$ cat src/rtl/wb_spi_xip_pkg.sv
// wb_spi_xip_pkg: shared state type, constants and byte-swap helper for the XIP bridge
package wb_spi_xip_pkg;
  typedef enum logic [2:0] {IDLE, CMD, CMD_WAIT, DATA, DATA_WAIT, RESP} xip_state_e;
  localparam logic [7:0] CMD_READ_DEF = 8'h03;
  localparam logic [3:0] PRESC_DEF = 4'd0;
  function automatic logic [31:0] bswap32(input logic [31:0] d);
    return {d[7:0], d[15:8], d[23:16], d[31:24]};
  endfunction
endpackage

$ cat src/rtl/wb_spi_xip_if.sv
// wb_spi_xip_if: host-side Wishbone read port of the XIP bridge
interface wb_spi_xip_if;
  logic cyc;
  logic stb;
  logic we;
  logic [23:0] adr;
  logic [31:0] dat;
  logic ack;
  modport master(output cyc, stb, we, adr, input dat, ack);
  modport slave(input cyc, stb, we, adr, output dat, ack);
endinterface

$ cat src/rtl/wb_spi_xip.sv
// wb_spi_xip: Wishbone-to-SPI-flash execute-in-place bridge with a one-word hit buffer
module wb_spi_xip
  import wb_spi_xip_pkg::*;
#(
  parameter logic [3:0] PRESC = PRESC_DEF,
  parameter logic [7:0] CMD_READ = CMD_READ_DEF
) (
  input  logic clk_i,
  input  logic rst_i,
  wb_spi_xip_if.slave wbs,
  input  logic flush_i,
  output logic spim_cyc_o,
  output logic spim_stb_o,
  output logic spim_we_o,
  output logic [31:0] spim_dat_o,
  input  logic [31:0] spim_dat_i,
  input  logic spim_ack_i,
  output logic [3:0] spi_presc_o,
  output logic [1:0] spi_size_o,
  output logic spi_cpol_o,
  output logic spi_auto_cs_o,
  input  logic spi_rdy_i,
  output logic spi_cs_o
);
  xip_state_e state, nxt;
  logic [21:0] req_adr, buf_tag;
  logic [31:0] buf_data, dat_q;
  logic buf_valid, ack_q, cs_q, first;
  logic req, hit, done, fill, unused_adr;
  assign unused_adr = ^wbs.adr[1:0];
  assign req = wbs.cyc & wbs.stb & ~ack_q;
  assign hit = buf_valid & (wbs.adr[23:2] == buf_tag);
  assign done = ~first & spi_rdy_i;
  assign fill = (state == DATA_WAIT) & done;
  always_comb begin
    nxt = state;
    case (state)
      IDLE:      nxt = req ? ((wbs.we | hit) ? RESP : CMD) : IDLE;
      CMD:       nxt = spim_ack_i ? CMD_WAIT : CMD;
      CMD_WAIT:  nxt = done ? DATA : CMD_WAIT;
      DATA:      nxt = spim_ack_i ? DATA_WAIT : DATA;
      DATA_WAIT: nxt = done ? RESP : DATA_WAIT;
      default:   nxt = IDLE;
    endcase
  end
  always_ff @(posedge clk_i or posedge rst_i) begin
    if (rst_i) begin
      state <= IDLE;
      req_adr <= '0;
      buf_tag <= '0;
      buf_data <= '0;
      dat_q <= '0;
      buf_valid <= 1'b0;
      ack_q <= 1'b0;
      cs_q <= 1'b1;
      first <= 1'b0;
    end else begin
      state <= nxt;
      first <= spim_stb_o;
      ack_q <= (state == RESP) & wbs.cyc & wbs.stb;
      buf_valid <= ~flush_i & (buf_valid | fill);
      if (state == IDLE && nxt == CMD) begin
        req_adr <= wbs.adr[23:2];
        cs_q <= 1'b0;
      end
      if (state == IDLE && nxt == RESP && !wbs.we) dat_q <= buf_data;
      if (fill) begin
        buf_data <= bswap32(spim_dat_i);
        dat_q <= bswap32(spim_dat_i);
        buf_tag <= req_adr;
        cs_q <= 1'b1;
      end
    end
  end
  assign spim_cyc_o = (state == CMD) | (state == DATA);
  assign spim_stb_o = spim_cyc_o;
  assign spim_we_o = spim_cyc_o;
  assign spim_dat_o = (state == CMD) ? {CMD_READ, req_adr, 2'b00} : 32'h0;
  assign wbs.dat = dat_q;
  assign wbs.ack = ack_q;
  assign spi_cs_o = cs_q;
  assign spi_presc_o = PRESC;
  assign spi_size_o = 2'd3;
  assign spi_cpol_o = 1'b0;
  assign spi_auto_cs_o = 1'b0;
endmodule
$ cat src/flat_wrapper.sv
// flat-port wrapper written by rule: the top's interface ports become plain ports
module wb_spi_xip_flat import wb_spi_xip_pkg::*;
#(
  parameter logic [3:0] PRESC = PRESC_DEF,
  parameter logic [7:0] CMD_READ = CMD_READ_DEF
)
  (clk_i, rst_i, flush_i, spim_cyc_o, spim_stb_o, spim_we_o, spim_dat_o, spim_dat_i, spim_ack_i, spi_presc_o, spi_size_o, spi_cpol_o, spi_auto_cs_o, spi_rdy_i, spi_cs_o, wbs_cyc, wbs_stb, wbs_we, wbs_adr, wbs_dat, wbs_ack);
  wb_spi_xip_if wbs_i ();
  input  logic clk_i;
  input  logic rst_i;
  input  logic flush_i;
  output logic spim_cyc_o;
  output logic spim_stb_o;
  output logic spim_we_o;
  output logic [31:0] spim_dat_o;
  input  logic [31:0] spim_dat_i;
  input  logic spim_ack_i;
  output logic [3:0] spi_presc_o;
  output logic [1:0] spi_size_o;
  output logic spi_cpol_o;
  output logic spi_auto_cs_o;
  input  logic spi_rdy_i;
  output logic spi_cs_o;
  input wire logic [$bits(wbs_i.cyc)-1:0] wbs_cyc;
  input wire logic [$bits(wbs_i.stb)-1:0] wbs_stb;
  input wire logic [$bits(wbs_i.we)-1:0] wbs_we;
  input wire logic [$bits(wbs_i.adr)-1:0] wbs_adr;
  output wire logic [$bits(wbs_i.dat)-1:0] wbs_dat;
  output wire logic [$bits(wbs_i.ack)-1:0] wbs_ack;
  assign wbs_i.cyc = wbs_cyc;
  assign wbs_i.stb = wbs_stb;
  assign wbs_i.we = wbs_we;
  assign wbs_i.adr = wbs_adr;
  assign wbs_dat = wbs_i.dat;
  assign wbs_ack = wbs_i.ack;
  wb_spi_xip #(.PRESC(PRESC), .CMD_READ(CMD_READ)) u_core (.clk_i(clk_i), .rst_i(rst_i), .wbs(wbs_i), .flush_i(flush_i), .spim_cyc_o(spim_cyc_o), .spim_stb_o(spim_stb_o), .spim_we_o(spim_we_o), .spim_dat_o(spim_dat_o), .spim_dat_i(spim_dat_i), .spim_ack_i(spim_ack_i), .spi_presc_o(spi_presc_o), .spi_size_o(spi_size_o), .spi_cpol_o(spi_cpol_o), .spi_auto_cs_o(spi_auto_cs_o), .spi_rdy_i(spi_rdy_i), .spi_cs_o(spi_cs_o));
endmodule
$ cat config.mk
export PLATFORM = sky130hd
export DESIGN_NAME = wb_spi_xip_flat
export DESIGN_NICKNAME = d
export VERILOG_FILES = /design/src/rtl/wb_spi_xip_pkg.sv /design/src/rtl/wb_spi_xip_if.sv /design/src/rtl/wb_spi_xip.sv /design/src/flat_wrapper.sv
export SDC_FILE = /design/constraint.sdc
export NUM_CORES = 1
export LEC_CHECK = 0
export CAP_MARGIN = 20
export CORE_UTILIZATION = 45
export DETAILED_ROUTE_END_ITERATION = 10
export DONT_BUFFER_PORTS = 1
export PLACE_DENSITY = 0.68
export SLEW_MARGIN = 10
export SYNTH_ARGS = -nofsm -noshare
export SYNTH_HDL_FRONTEND = slang
export SYNTH_SLANG_ARGS = --single-unit
$ cat constraint.sdc
create_clock -name clk_i -period 11.6 [get_ports clk_i]
set_input_delay 3.48 -clock clk_i [delete_from_list [all_inputs] [get_ports clk_i]]
set_output_delay 3.48 -clock clk_i [all_outputs]
set_load 0.01 [all_outputs]
==> reports/metrics.csv <==
stage,metric,value,unit
outcome,outcome,"finished, final reports clean",
detailed_routing,vias,3035,
power_and_ir_drop,Clock power frac,0.329,
worst_setup_path,Worst Setup End Kind,output pin,
power_and_ir_drop,PwrDens,264,nW/um^2
timing,RSZ-0062 raised after global routing,false,
place,gpl congestion,0.734,
power_and_ir_drop,sw frac,0.302,
detailed_routing,violation count after the first detailed-route iteration,137,
yosys,synth top area cells,"dfrtp_1, nand2_1, mux2_4, mux2_2, xnor2_1",
cts,Post-CTS Repair Setup Buffers,0,
finish,Area Overhead vs Synth,11.8,%
cts,Clock Root Buffer,clkbuf_16,
worst_setup_path,Crit. Startpoint,u_core.state[2],
place,Inst Count DP,572,
yosys,top cell type's share of synthesized area,0.561,
detailed_routing,"antenna viol nets, final",0,
yosys,post-synthesis cell count,453,
cts,CTS sink cnt,115,
global_routing,All-Layer GR Usage,0.178,
timing,Fmax achieved,161,MHz
hold_path,min-delay src,u_core.buf_data[30],
die,Die Y,108,microns
global_routing,vias in the first global route,3114,
finish,# fillers,953,
timing,TNS Setup,0,ps
power_and_ir_drop,combinational power share,0.222,
timing,final slew viol count,0,
place,Post-DP Area,5100,sq um
detailed_routing,Routed WL,9660,microns
yosys,warning count from the yosys run,0,
cts,H-tree Lvls,4,
finish,Final Cell Area,5690,sq um
yosys,mapped cell area,5090,sq um
die,CORE AREA,10900,sq um
worst_setup_path,reg2reg setup slack,9160,ps
detailed_routing,drt pass-1 iters,4,
worst_setup_path,Critical Path Source Type,register,
power_and_ir_drop,Pint,0.00105,W
finish,most frequent cells in the layout,"nand2_1, dfrtp_1, mux2_4, and2_1, xnor2_1",
worst_setup_path,CP Data Required Time,8120,ps
finish,"commonest non-fill, non-tap cell in the layout",nand2_1,
finish,Final Non-Filler Cells,605,
timing,WHS,469,ps
cts,TritonCTS buffer count,17,
yosys,Synth cell types,28,
global_routing,first-pass GRT wire length,15400,microns
die,io pins,141,
yosys,leading area contributor after synthesis,dfrtp_1,
cts,Clock Latency Late Sink,410,ps
die,Die Span X,108,microns
yosys,register area share after synthesis,0.566,
timing,Final Hold Vio Count,0,
global_routing,grt ovf,0,
timing,worst slew pin tran,975,ps
die,die area,11700,sq um
power_and_ir_drop,Reg power frac,0.448,
die,Rows,38,
detailed_routing,routed len/inst,16.0,microns
die,starting density of the core,0.465,
global_routing,antenna violations before repair,0,
timing,headroom to the max-slew limit,0.347,
timing,Clock Skew,7.08,ps
timing,Final min period,6210,ps
yosys,synthesized flop and latch total,115,
cts,clock buffer depth,2,
finish,Layout Nets,516,
place,PortBufs,0,
timing,Final Setup Violations,0,
worst_setup_path,Setup Crit Path Kind,reg -> out,
timing,Final Cycle Share,0.535,
job,MaxCap Viol Count,0,
power_and_ir_drop,Peak VDD IR,0.149,mV
global_routing,largest net degree at the start of global routing,65,
worst_setup_path,data arrival time of the worst path,2730,ps
finish,share of layout cells above drive strength 1,0.213,
worst_setup_path,FF-to-FF Start,u_core.state[1],
hold_path,min-delay worst type,reg -> reg,
cts,CTS resizes,0,
detailed_routing,DRC errors left,0,
finish,ANT cells,0,
power_and_ir_drop,Leak,2.92,nW
worst_setup_path,worst-path maximum fanout,24,
cts,Clock Pin Slew Worst Setup and Hold Paths,50,ps
place,dpl hpwl,6190,microns
cts,CTS tree,done,
cts,Post-CTS Hold Buffers,0,
detailed_routing,vias per cell,5.02,
power_and_ir_drop,Net Switching,0.000454,W
yosys,syn_area_per_cell,11.2,sq um
-- power by group through the flow --
| stage | clock (W) | combinational, W | sequential, W |
|---|---|---|---|
| 2_1_floorplan | 0 | 0.000306 | 0.000649 |
| 3_3_place_gp | 0 | 0.000325 | 0.000671 |
| 3_5_place_dp | 0 | 0.000339 | 0.000680 |
| 4_1_cts | 0.000508 | 0.000342 | 0.000676 |
| 5_1_grt | 0.000526 | 0.000377 | 0.000694 |
| 6_report | 0.000496 | 0.000334 | 0.000674 |
-- synth_stat cells --
| cell | count |
|---|---|
| inv_1 | 4 |
| a32o_1 | 1 |
| and3_1 | 1 |
| buf_1 | 2 |
| mux2_4 | 37 |
| dfstp_2 | 1 |
| buf_6 | 5 |
| a21oi_1 | 3 |
| nor4_4 | 2 |
| nand2_1 | 164 |
| xnor2_1 | 19 |
| o21ai_0 | 2 |
| a31oi_4 | 1 |
| nor2_2 | 1 |
| nand4_1 | 7 |
| buf_4 | 19 |
| dfrtp_1 | 114 |
| mux2_2 | 17 |
| nor2_1 | 4 |
| clkbuf_1 | 10 |
| conb_1 | 2 |
| nand3_1 | 2 |
| xor2_1 | 5 |
| and2_1 | 22 |
| a21boi_2 | 1 |
| nor2b_1 | 3 |
| buf_2 | 3 |
| o21a_1 | 1 |
-- metrics by stage --
step / worst slack, ps / util / power, W
6_report: 5390 / 0.520 / 0.00150
5_1_grt: 5150 / 0.520 / 0.00160
4_1_cts: 5290 / 0.518 / 0.00153
3_5_place_dp: 5740 / 0.466 / 0.00102
3_3_place_gp: 5770 / 0.466 / 0.000996
2_1_floorplan: 5080 / - / 0.000955
-- sequential cells by signal, indices dropped and copies added, names as in the netlist --
signal and flops:
u_core.spi_cs_o 1, u_core.buf_valid 1, u_core.buf_tag 22, u_core.wbs.dat 32, u_core.first 1, u_core.buf_data 32
u_core.state 3, u_core.wbs.ack 1, u_core.req_adr 22
-- layer usage --
metal  global-route usage  wire length, microns  up-vias
met2                0.283                  4640      115
met3               0.0868                   909        8
li1                     -                     -     1413
met4               0.0685                    92        0
met1                0.209                  4020     1499
met5                    0                     0        -
-- final timing paths --
path	to	cells after the start
setup / recovery	spim_dat_o[2]	3
hold / removal	u_core.buf_data[30]	2
setup reg to reg	u_core.wbs.dat[29]	6
hold reg to reg	u_core.buf_data[30]	2
max in group asynchronous	u_core.buf_data[15]	2
min in group asynchronous	u_core.buf_data[13]	1
-- logic make-up after synthesis --
logic type	count (synthesis)	share of synthesized area
simple gates	206	0.176
buf+inv	43	0.0538
xor+xnor	24	0.0413
other cells	2	0.00148
compound gates	9	0.0148
flops	115	0.566
mux	54	0.147
-- worst max-delay path, cell delays in order (launching register included) --
cell and delay, ps:
dfrtp_1 470, nor2b_1 610, nor2b_2 910, and2_1 320
-- final cells by class --
| cell class | count | area (sq um) | area share |
|---|---|---|---|
| tap | 140 | 175 | 0.0308 |
| timing repair buffer | 5 | 50.0 | 0.00880 |
| inverter | 4 | 17.5 | 0.00308 |
| clock inverter | 11 | 110 | 0.0194 |
| clock buffer | 21 | 460 | 0.0809 |
| sequential | 115 | 2880 | 0.506 |
| multi-input combinational | 309 | 2000 | 0.351 |
(Power assumes the default switching activity.)
